<file path="src/rtl/output_row_drain_pkg.sv">
// Shared types and helpers for the output row drain: array geometry, the drain
// FSM state type and the int8 saturation used by the requantizer.
package output_row_drain_pkg;

  localparam int ARR_WIDTH = 16;
  localparam int FXP_N     = 16;
  localparam int OUT_W     = 8;

  localparam logic signed [FXP_N:0] SAT_HI = (FXP_N+1)'(127);
  localparam logic signed [FXP_N:0] SAT_LO = (FXP_N+1)'(-128);

  typedef enum logic [1:0] {
    IDLE,
    ACTIVE,
    DRAIN
  } drain_state_t;

  // Clamp a widened, already-shifted value into the signed int8 range.
  function automatic logic signed [OUT_W-1:0] sat8(input logic signed [FXP_N:0] v);
    if (v > SAT_HI) begin
      return 8'sh7F;
    end else if (v < SAT_LO) begin
      return 8'sh80;
    end else begin
      return OUT_W'(v);
    end
  endfunction

endpackage

</file>
<file path="src/rtl/output_row_drain_if.sv">
// Row stream in from the accelerator and requantized row stream out to the host.
interface output_row_drain_if
  import output_row_drain_pkg::*;
#(
  parameter int ROWS = 128
);

  localparam int IDX_W = $clog2(ROWS);

  logic                         in_valid;
  logic [ARR_WIDTH*FXP_N-1:0]   vec_in;
  logic                         out_ready;
  logic                         out_valid;
  logic [ARR_WIDTH*OUT_W-1:0]   out_data;
  logic [IDX_W-1:0]             out_row_idx;
  logic                         out_last;

  // The drain block itself.
  modport slave (
    input  in_valid, vec_in, out_ready,
    output out_valid, out_data, out_row_idx, out_last
  );

  // The accelerator/host side driving the drain.
  modport master (
    output in_valid, vec_in, out_ready,
    input  out_valid, out_data, out_row_idx, out_last
  );

endinterface

</file>
<file path="src/rtl/output_row_drain_sync_row_fifo.sv">
// Synchronous FIFO of whole rows: head read combinationally, wrap-bit pointers,
// simultaneous push and pop in the same cycle.
module sync_row_fifo #(
  parameter int WIDTH = 8,
  parameter int DEPTH = 8
) (
  input  logic                       clk,
  input  logic                       rst_n,
  input  logic                       push,
  input  logic                       pop,
  input  logic [WIDTH-1:0]           wdata,
  output logic [WIDTH-1:0]           rdata,
  output logic                       full,
  output logic                       empty,
  output logic [$clog2(DEPTH):0]     count
);

  localparam int AW = $clog2(DEPTH);

  logic [WIDTH-1:0] mem [DEPTH];
  logic [AW:0]      wr_ptr;
  logic [AW:0]      rd_ptr;

  assign empty = (wr_ptr == rd_ptr);
  assign full  = (wr_ptr[AW] != rd_ptr[AW]) && (wr_ptr[AW-1:0] == rd_ptr[AW-1:0]);
  assign count = wr_ptr - rd_ptr;
  assign rdata = mem[rd_ptr[AW-1:0]];

  // NOTE: only the pointers are reset; stale storage is unreachable while empty,
  // so the memory array stays a plain register file without a reset network.
  always_ff @(posedge clk) begin
    if (push) begin
      mem[wr_ptr[AW-1:0]] <= wdata;
    end
  end

  // NOTE: sequential state uses non-blocking assignments so every flop samples
  // pre-edge values regardless of block ordering.
  always_ff @(posedge clk or negedge rst_n) begin
    if (!rst_n) begin
      wr_ptr <= '0;
      rd_ptr <= '0;
    end else begin
      if (push) begin
        wr_ptr <= wr_ptr + 1'b1;
      end
      if (pop) begin
        rd_ptr <= rd_ptr + 1'b1;
      end
    end
  end

endmodule

</file>
<file path="src/rtl/output_row_drain.sv">
// Captures accelerator output rows, requantizes each element to int8 and hands
// them to the host through a small row FIFO tagged with row index and last flag.
module output_row_drain
  import output_row_drain_pkg::*;
#(
  parameter int FRAC_BITS = 6,
  parameter int ROWS      = 128,
  parameter int DEPTH     = 8
) (
  input  logic                clk,
  input  logic                rst_n,
  input  logic                enable,
  output_row_drain_if.slave   bus,
  output logic                frame_done,
  output logic                overflow,
  output logic                busy
);

  localparam int IDX_W = $clog2(ROWS);
  localparam int CNT_W = $clog2(DEPTH) + 1;
  localparam logic signed [FXP_N:0] RND_K = (FXP_N+1)'(1 << (FRAC_BITS-1));

  typedef struct packed {
    logic [ARR_WIDTH*OUT_W-1:0] data;
    logic [IDX_W-1:0]           idx;
    logic                       last;
  } entry_t;

  drain_state_t               state;
  logic [IDX_W-1:0]           row_cnt;
  logic [ARR_WIDTH*OUT_W-1:0] q_row;
  entry_t                     wr_entry;
  entry_t                     head;
  logic                       fifo_full;
  logic                       fifo_empty;
  logic [CNT_W-1:0]           fifo_count;
  logic                       row_in;
  logic                       last_in;
  logic                       push;
  logic                       pop;

  // Round-half-up then arithmetic shift, one extra bit so the rounding add
  // cannot wrap at the top of the input range.
  for (genvar i = 0; i < ARR_WIDTH; i++) begin : g_quant
    logic signed [FXP_N-1:0] x;
    logic signed [FXP_N:0]   xe;
    logic signed [FXP_N:0]   sum;
    logic signed [FXP_N:0]   shifted;

    assign x       = bus.vec_in[i*FXP_N +: FXP_N];
    assign xe      = {x[FXP_N-1], x};
    assign sum     = xe + RND_K;
    assign shifted = sum >>> FRAC_BITS;
    assign q_row[i*OUT_W +: OUT_W] = sat8(shifted);
  end

  assign row_in  = enable & bus.in_valid;
  assign last_in = (row_cnt == IDX_W'(ROWS - 1));

  assign bus.out_valid = enable & ~fifo_empty;
  assign pop           = bus.out_valid & bus.out_ready;
  assign push          = row_in & (~fifo_full | pop);

  assign wr_entry.data = q_row;
  assign wr_entry.idx  = row_cnt;
  assign wr_entry.last = last_in;

  sync_row_fifo #(
    .WIDTH ($bits(entry_t)),
    .DEPTH (DEPTH)
  ) u_fifo (
    .clk   (clk),
    .rst_n (rst_n),
    .push  (push),
    .pop   (pop),
    .wdata (wr_entry),
    .rdata (head),
    .full  (fifo_full),
    .empty (fifo_empty),
    .count (fifo_count)
  );

  // Head fields are masked while nothing is valid so the host never sees stale rows.
  assign bus.out_data    = bus.out_valid ? head.data : '0;
  assign bus.out_row_idx = bus.out_valid ? head.idx  : '0;
  assign bus.out_last    = bus.out_valid ? head.last : 1'b0;

  assign frame_done = pop & head.last;
  assign busy       = (state != IDLE) | ~fifo_empty;

  // Dropped rows still advance the counter so surviving rows keep their index.
  always_ff @(posedge clk or negedge rst_n) begin
    if (!rst_n) begin
      row_cnt  <= '0;
      overflow <= 1'b0;
    end else if (row_in) begin
      row_cnt <= last_in ? '0 : row_cnt + 1'b1;
      if (fifo_full && !pop) begin
        overflow <= 1'b1;
      end
    end
  end

  always_ff @(posedge clk or negedge rst_n) begin
    if (!rst_n) begin
      state <= IDLE;
    end else if (enable) begin
      case (state)
        IDLE: begin
          if (bus.in_valid) begin
            state <= last_in ? DRAIN : ACTIVE;
          end
        end
        ACTIVE: begin
          if (bus.in_valid && last_in) begin
            state <= DRAIN;
          end
        end
        DRAIN: begin
          if (bus.in_valid) begin
            state <= last_in ? DRAIN : ACTIVE;
          end else if (fifo_empty || (pop && fifo_count == CNT_W'(1))) begin
            state <= IDLE;
          end
        end
        default: state <= IDLE;
      endcase
    end
  end

endmodule

</file>
<file path="src/flat_wrapper.sv">
// flat-port wrapper written by rule: the top's interface ports become plain ports
module output_row_drain_flat import output_row_drain_pkg::*;
#(
  parameter int FRAC_BITS = 6,
  parameter int ROWS      = 128,
  parameter int DEPTH     = 8
)
  (clk, rst_n, enable, frame_done, overflow, busy, bus_in_valid, bus_vec_in, bus_out_ready, bus_out_valid, bus_out_data, bus_out_row_idx, bus_out_last);
  output_row_drain_if #(.ROWS(ROWS)) bus_i ();
  input  logic clk;
  input  logic rst_n;
  input  logic enable;
  output logic frame_done;
  output logic overflow;
  output logic busy;
  input wire logic [$bits(bus_i.in_valid)-1:0] bus_in_valid;
  input wire logic [$bits(bus_i.vec_in)-1:0] bus_vec_in;
  input wire logic [$bits(bus_i.out_ready)-1:0] bus_out_ready;
  output wire logic [$bits(bus_i.out_valid)-1:0] bus_out_valid;
  output wire logic [$bits(bus_i.out_data)-1:0] bus_out_data;
  output wire logic [$bits(bus_i.out_row_idx)-1:0] bus_out_row_idx;
  output wire logic [$bits(bus_i.out_last)-1:0] bus_out_last;
  assign bus_i.in_valid = bus_in_valid;
  assign bus_i.vec_in = bus_vec_in;
  assign bus_i.out_ready = bus_out_ready;
  assign bus_out_valid = bus_i.out_valid;
  assign bus_out_data = bus_i.out_data;
  assign bus_out_row_idx = bus_i.out_row_idx;
  assign bus_out_last = bus_i.out_last;
  output_row_drain #(.FRAC_BITS(FRAC_BITS), .ROWS(ROWS), .DEPTH(DEPTH)) u_core (.clk(clk), .rst_n(rst_n), .enable(enable), .bus(bus_i), .frame_done(frame_done), .overflow(overflow), .busy(busy));
endmodule
</file>
<file path="config.mk">
export PLATFORM = sky130hd
export DESIGN_NAME = output_row_drain_flat
export DESIGN_NICKNAME = d
export VERILOG_FILES = /design/src/rtl/output_row_drain_pkg.sv /design/src/rtl/output_row_drain_if.sv /design/src/rtl/output_row_drain_sync_row_fifo.sv /design/src/rtl/output_row_drain.sv /design/src/flat_wrapper.sv
export SDC_FILE = /design/constraint.sdc
export NUM_CORES = 1
export LEC_CHECK = 0
export CAP_MARGIN = 20
export CORE_AREA = 2 2 311 313
export DETAILED_ROUTE_END_ITERATION = 10
export DIE_AREA = 0 0 313 315
export DONT_BUFFER_PORTS = 1
export GPL_ROUTABILITY_DRIVEN = 0
export HOLD_SLACK_MARGIN = 0.1
export PLACE_DENSITY = 0.73
export SYNTH_ARGS = -nofsm -noshare
export SYNTH_HDL_FRONTEND = slang
export SYNTH_HIERARCHICAL = 1
export SYNTH_SLANG_ARGS = --single-unit
export TNS_END_PERCENT = 1
</file>
<file path="constraint.sdc">
create_clock -name clk -period 38.6 [get_ports clk]
set_input_delay 1.93 -clock clk [delete_from_list [all_inputs] [get_ports clk]]
set_output_delay 1.93 -clock clk [all_outputs]
set_load 0.02 [all_outputs]
</file>
## Yosys cells after proc, flatten, opt, wreduce, memory -nomap -nowiden

Memories as Yosys holds them, arrays and structs flattened.
Cells that the tools add are included.

| storage, ports and cells | value |
|---|---|
| memories kept | 1 |
| output and inout bits | 140 |
| register bits | 18 |
| memory bits (writable) | 1,088 |

| operators by class | value |
|---|---|
| add/sub/neg operators | 20 |
| reductions and logical operators | 10 |
| $lt $le $gt $ge | 32 |
| mux-type cells | 44 |
| equal/unequal tests | 10 |
| bitwise gates (word level) | 9 |

Memories:

| name | depth | width | read ports | clocked after memory_dff | write ports | RTL line | source |
|---|---|---|---|---|---|---|---|
| u_core.u_fifo.mem | 8 | 136 | 1 | 0 | 1 | output_row_drain_sync_row_fifo.sv:20 | `logic [WIDTH-1:0] mem [DEPTH];` |

Operators with widths:

| cell | count |
|---|---|
| adder 16 x 7 -> 17 bit (second input constant) | 16 |
| two-way mux 8 bit | 32 |
| greater-than comparator 11 x 8 -> 1 bit (second input constant) | 16 |
| less-than comparator 11 x 8 -> 1 bit (second input constant) | 16 |
| two-way mux 128 bit | 1 |
| two-way mux 7 bit | 2 |
| two-way mux 2 bit | 5 |
| adder 4 x 1 -> 4 bit (second input constant) | 2 |
| adder 7 x 1 -> 7 bit (second input constant) | 1 |
| equality test 7 bit (second input constant) | 1 |
| case mux 2 bit (3 select lines) | 1 |
| AND 1 bit | 5 |
| equality test 4 x 1 -> 1 bit (second input constant) | 1 |
| equality test 4 bit | 1 |
| logical AND 1 bit | 4 |
| AND reduction 4 bit | 1 |
| subtractor 4 bit | 1 |
| equality test 3 bit | 1 |
| two-way mux 1 bit | 3 |
| inequality test 3 x 2 -> 1 bit (second input constant) | 1 |
| equality test 2 x 1 -> 1 bit (second input constant) | 1 |
| equality test 2 bit (second input constant) | 1 |
| zero test 2 bit | 1 |
| inequality test 2 x 1 -> 1 bit (second input constant) | 1 |
| 8 further kinds | 10 |

## Logic depth before layout (Yosys ltp)

| depth | value |
|---|---|
| depth after elaboration | 9 |
| mapped depth | 14 |
| mapped depth without buffers | 10 |

## Modules after synthesis

Netlist, hierarchy kept.

Modules (own cells, without submodules):

| module | instances | sequential area each (um2) | cells an instance | area an instance (um2) |
|---|---|---|---|---|
| sync_row_fifo | 1 | 32,871.5 | 1,914 | 41,431.0 |
| output_row_drain | 1 | 250.2 | 855 | 5,836.8 |

## Worst setup path after synthesis

OpenSTA, ideal clock, no wires.

| timing path | value |
|---|---|
| kind | in2reg |
| start | input port enable |
| end | memory u_core/u_fifo/mem[4][0] (netlist name) (enable) |
| stages on the path | 7 |
| arrival | 12.158 ns |
| library setup time | 0.798 ns |
| buffers on the path | 1 |
| required time | 37.802 ns |
| slack | 25.644 ns |
| cells stage by stage | inv_1 nor2_1 clkbuf_1 nand2_1 a21oi_1 nand2_1 nor3_1 |

| on the way | value |
|---|---|
| longest elaborated chain between the ends | 6 |
| elaborated cells on any way between the ends | 7 |
| those cells by class | mux: 2; bitwise: 5 |

Ends and longest elaborated chain:

| item | RTL line | source |
|---|---|---|
| from (decl) | flat_wrapper.sv:12 | `input logic enable;` |
| AND 1 bit | output_row_drain.sv:60 | `assign bus.out_valid = enable & ~fifo_empty;` |
| AND 1 bit | output_row_drain.sv:61 | `assign pop = bus.out_valid & bus.out_ready;` |
| bitwise OR 1 bit | output_row_drain.sv:62 | `assign push = row_in & (~fifo_full \| pop);` |
| AND 1 bit * | output_row_drain.sv:62 |  |
| via u_core.push | output_row_drain.sv:39 | `logic push;` |
| two-way mux 1 bit * | output_row_drain_sync_row_fifo.sv:32 | `if (push) begin` |
| two-way mux 1 bit (implied by the code) * | output_row_drain_sync_row_fifo.sv:33 | `mem[wr_ptr[AW-1:0]] <= wdata;` |
| to (decl) | output_row_drain_sync_row_fifo.sv:20 |  |

The timed path passes the listed nets; every way through them passes the cells marked *.

==> impl_metrics.toml <==
[run_status]
run_status = "finished, final reports clean"

[synthesis]
ffs_latches_synth = 1106
syn-instance-count = 2769
yosysSeqAreaShare_pct = 70.1
post_synth.cell_area_avg_um2 = 17.1
post_synth_instance_area_um2 = 47300
ys_dominant_reg_cell = "sky130_fd_sc_hd__edfxtp_1"
synth.top_cell.area_share_pct = 69.1
synth.net_count = 3053
yosys.area.top_type = "sky130_fd_sc_hd__edfxtp_1"
yosys_warnings = 6
synth_enable_flop_cells = 1088
synth_area_leaders = "sky130_fd_sc_hd__edfxtp_1 (69%), sky130_fd_sc_hd__mux4_2 (13%), sky130_fd_sc_hd__nand2_1 (3.9%)"
synth.distinct_cells = 46
synth_async_sr_flop_share_pct = 1.63

[flow_run]
max_cap_violations = 0

[floorplanning]
fp.coreArea_um2 = 95700
fp.dieW_um = 313
placement_rows = 114
die_height_um = 315
initial_utilization_pct = 49.4
boundaryPins = 401
fp.dieArea_um2 = 98600

[final_layout]
design.final.nets = 3067
n_fill_cell = 7189
commonest_non_fill_non_tap_cells_in_the_layout = "sky130_fd_sc_hd__edfxtp_1 (1088), sky130_fd_sc_hd__nand2_1 (489), sky130_fd_sc_hd__mux4_2 (272)"
utilization_pct = 54.4
most_common_library_cell_in_the_layout_ignoring_fill_and_taps = "sky130_fd_sc_hd__edfxtp_1"
drive_above_1_share_pct = 17.8
syn2layout_area_growth_pct = 10.2

[setup_path]
worst_setup_path_end_kind = "output port"
endpoint = "bus_out_data[109]"
ff_to_ff_setup_slack_ns = 33.39
crit_required_ns = 36.67
worst-r2r-cell-count = 11
rr_startpoint = "u_core/u_fifo/rd_ptr[1]"
r2r-end = "u_core/u_fifo/mem[2][110]"
crit_type = "flop to output port"
cp-start-kind = "flop"
critical_path_at_ns = 4.96
critical_path.max_fanout = 59
startpoint = "u_core/u_fifo/rd_ptr[2]"

[drt]
vias = 25000
drt_first_pass_iters = 5
avgViaCountPerCell = 6.03
post_drt_wl_per_cell_um = 24.4
drc = 0
detail-route-antenna-nets = 0
finalWirelength_mm = 101
first_iter_violations = 2395

[cts]
clkTransAtPathRegs_ns = 0.06
cts_inserted_buffers = 106
cts_hold_buffers = 0
htree_num_levels = 3
cts_sinks = 1106
clock_insertion_delay_worst_skew_ns = 0.66
cts_root_buf = "sky130_fd_sc_hd__clkbuf_16"
ctsResizeCount = 0
post_cts.repair.setup_buffers = 0
cts_tree = "yes"
clk_path_buf_depth = 3

[grt]
grt_max_degree = 118
grt_first_pass_wirelength_mm = 154
antenna_found_initial = 2
grt_overflow_total = 0
number_of_global_route_vias_before_repair = 25800
grt_util_all_layers_pct = 20.5

[placed_design]
io_buffers = 0
hpwlAfterDp_mm = 57.2

[sta]
rsz0062_at_grt = "no"
setup_viol = 0
skew_ns = 0.0318
finalCriticalPeriod_ns = 6.89
fmaxAchievable_mhz = 145
slew_headroom_pct = 19.5
final_critical_path_share_of_the_clock_period_pct = 17.8
totalNegativeSetupSlack_ns = 0
final_report_max_slew_violation_count = 0
max_slew.worst_pin.slew_ns = 1.21
final-hold-violation-count = 0

[worst_hold_path]
timing.hold.worst.class = "flop to flop"

[power_and_ir_drop]
peak_supply_drop_v = 0.0000672
leakage_nw = 16.9
power-per-cell-area_nw_per_um2 = 68.5
-- metal layers --
metal	up-vias	track usage (%)	routed length [um]
met1	13000	27.0	40600
met2	968	35.5	52400
met4	0	5.49	1750
met3	128	3.31	6610
met5	-	0	0
li1	10900	-	-
-- where the power goes --
| group | internal [mW] | switching [mW] | total [mW] |
|---|---|---|---|
| Sequential | 1.45 | 0.0525 | 1.50 |
| Combinational | 0.395 | 0.619 | 1.01 |
| Clock | 0.630 | 0.425 | 1.05 |
| Total | 2.47 | 1.10 | 3.57 |
-- synth_stat cells, types with 36 or more instances --
| cell | count |
|---|---|
| sky130_fd_sc_hd__and2_1 | 137 |
| sky130_fd_sc_hd__buf_2 | 37 |
| sky130_fd_sc_hd__clkbuf_1 | 58 |
| sky130_fd_sc_hd__edfxtp_1 | 1088 |
| sky130_fd_sc_hd__inv_1 | 47 |
| sky130_fd_sc_hd__mux4_2 | 272 |
| sky130_fd_sc_hd__nand2_1 | 489 |
| sky130_fd_sc_hd__nand3_1 | 43 |
| sky130_fd_sc_hd__nand4_1 | 36 |
| sky130_fd_sc_hd__o21ai_1 | 112 |
| sky130_fd_sc_hd__xnor2_1 | 63 |
| sky130_fd_sc_hd__xor2_1 | 47 |
-- stage by stage --
stage          hold WS, ns  instances  worst slack [ns]  instance area, um2  total power, mW
6_report             0.484       4151             31.71               52100             3.57
5_1_grt              0.519       4148             31.49               52100             3.73
4_1_cts              0.489       4146             31.67               52000             3.61
3_5_place_dp         0.477       3949             32.42               48500             2.55
3_3_place_gp         0.481       3948             32.46               48400             2.52
2_1_floorplan        0.460       2769             25.64               47300             2.33
-- worst min-delay path by stage --
stage / from / endpoint / slack [ns] / cells past startpoint
final: u_core/u_fifo/wr_ptr[3] / u_core/u_fifo/wr_ptr[3] / 0.48 / 1
after global routing: u_core/u_fifo/wr_ptr[3] / u_core/u_fifo/wr_ptr[3] / 0.52 / 1
after CTS: u_core/u_fifo/wr_ptr[3] / u_core/u_fifo/wr_ptr[3] / 0.49 / 1
after detailed placement: u_core/u_fifo/wr_ptr[3] / u_core/u_fifo/wr_ptr[3] / 0.48 / 1
after global placement: u_core/u_fifo/wr_ptr[3] / u_core/u_fifo/wr_ptr[3] / 0.48 / 1
after floorplan: u_core/u_fifo/wr_ptr[3] / u_core/u_fifo/wr_ptr[3] / 0.46 / 1
-- state kept, by name, summed over array words and instances (netlist names) --
name / count
u_core/u_fifo/mem: 1088
u_core/u_fifo/rd_ptr: 4
u_core/state: 2
u_core/overflow: 1
u_core/u_fifo/wr_ptr: 4
u_core/row_cnt: 7
-- kinds of logic (layout without fill, tap and decap cells) --
| logic type | after synthesis | count (layout) | synth area share, % |
|---|---|---|---|
| simple gates | 825 | 825 | 8.21 |
| other cells | 0 | 3 | 0 |
| xor+xnor | 110 | 110 | 2.04 |
| buf+inv | 180 | 283 | 2.07 |
| flops | 1106 | 1106 | 70.1 |
| compound gates | 252 | 252 | 4.01 |
| fa+ha+maj | 23 | 23 | 0.625 |
| mux | 273 | 273 | 13.0 |
-- critical path, cell delays in order (launching register included) --
cell and delay, ns:
sky130_fd_sc_hd__dfrtp_4 0.87, sky130_fd_sc_hd__buf_4 0.83, sky130_fd_sc_hd__buf_4 0.77, sky130_fd_sc_hd__buf_4 0.80, sky130_fd_sc_hd__mux4_2 0.40, sky130_fd_sc_hd__nand2_1 0.07, sky130_fd_sc_hd__nand2_1 0.18, sky130_fd_sc_hd__and2_1 0.27
-- cell type report --
cell class	instances	area [um2]	area share, %
Sequential cell	1106	33100	63.6
Multi-Input combinational cell	1483	13200	25.4
Clock buffer	128	2810	5.39
Tap cell	1276	1600	3.07
Clock inverter	69	769	1.48
Timing Repair Buffer	39	360	0.692
Inverter	47	179	0.344
Antenna cell	3	7.51	0.0144
(Power assumes the default switching activity.)
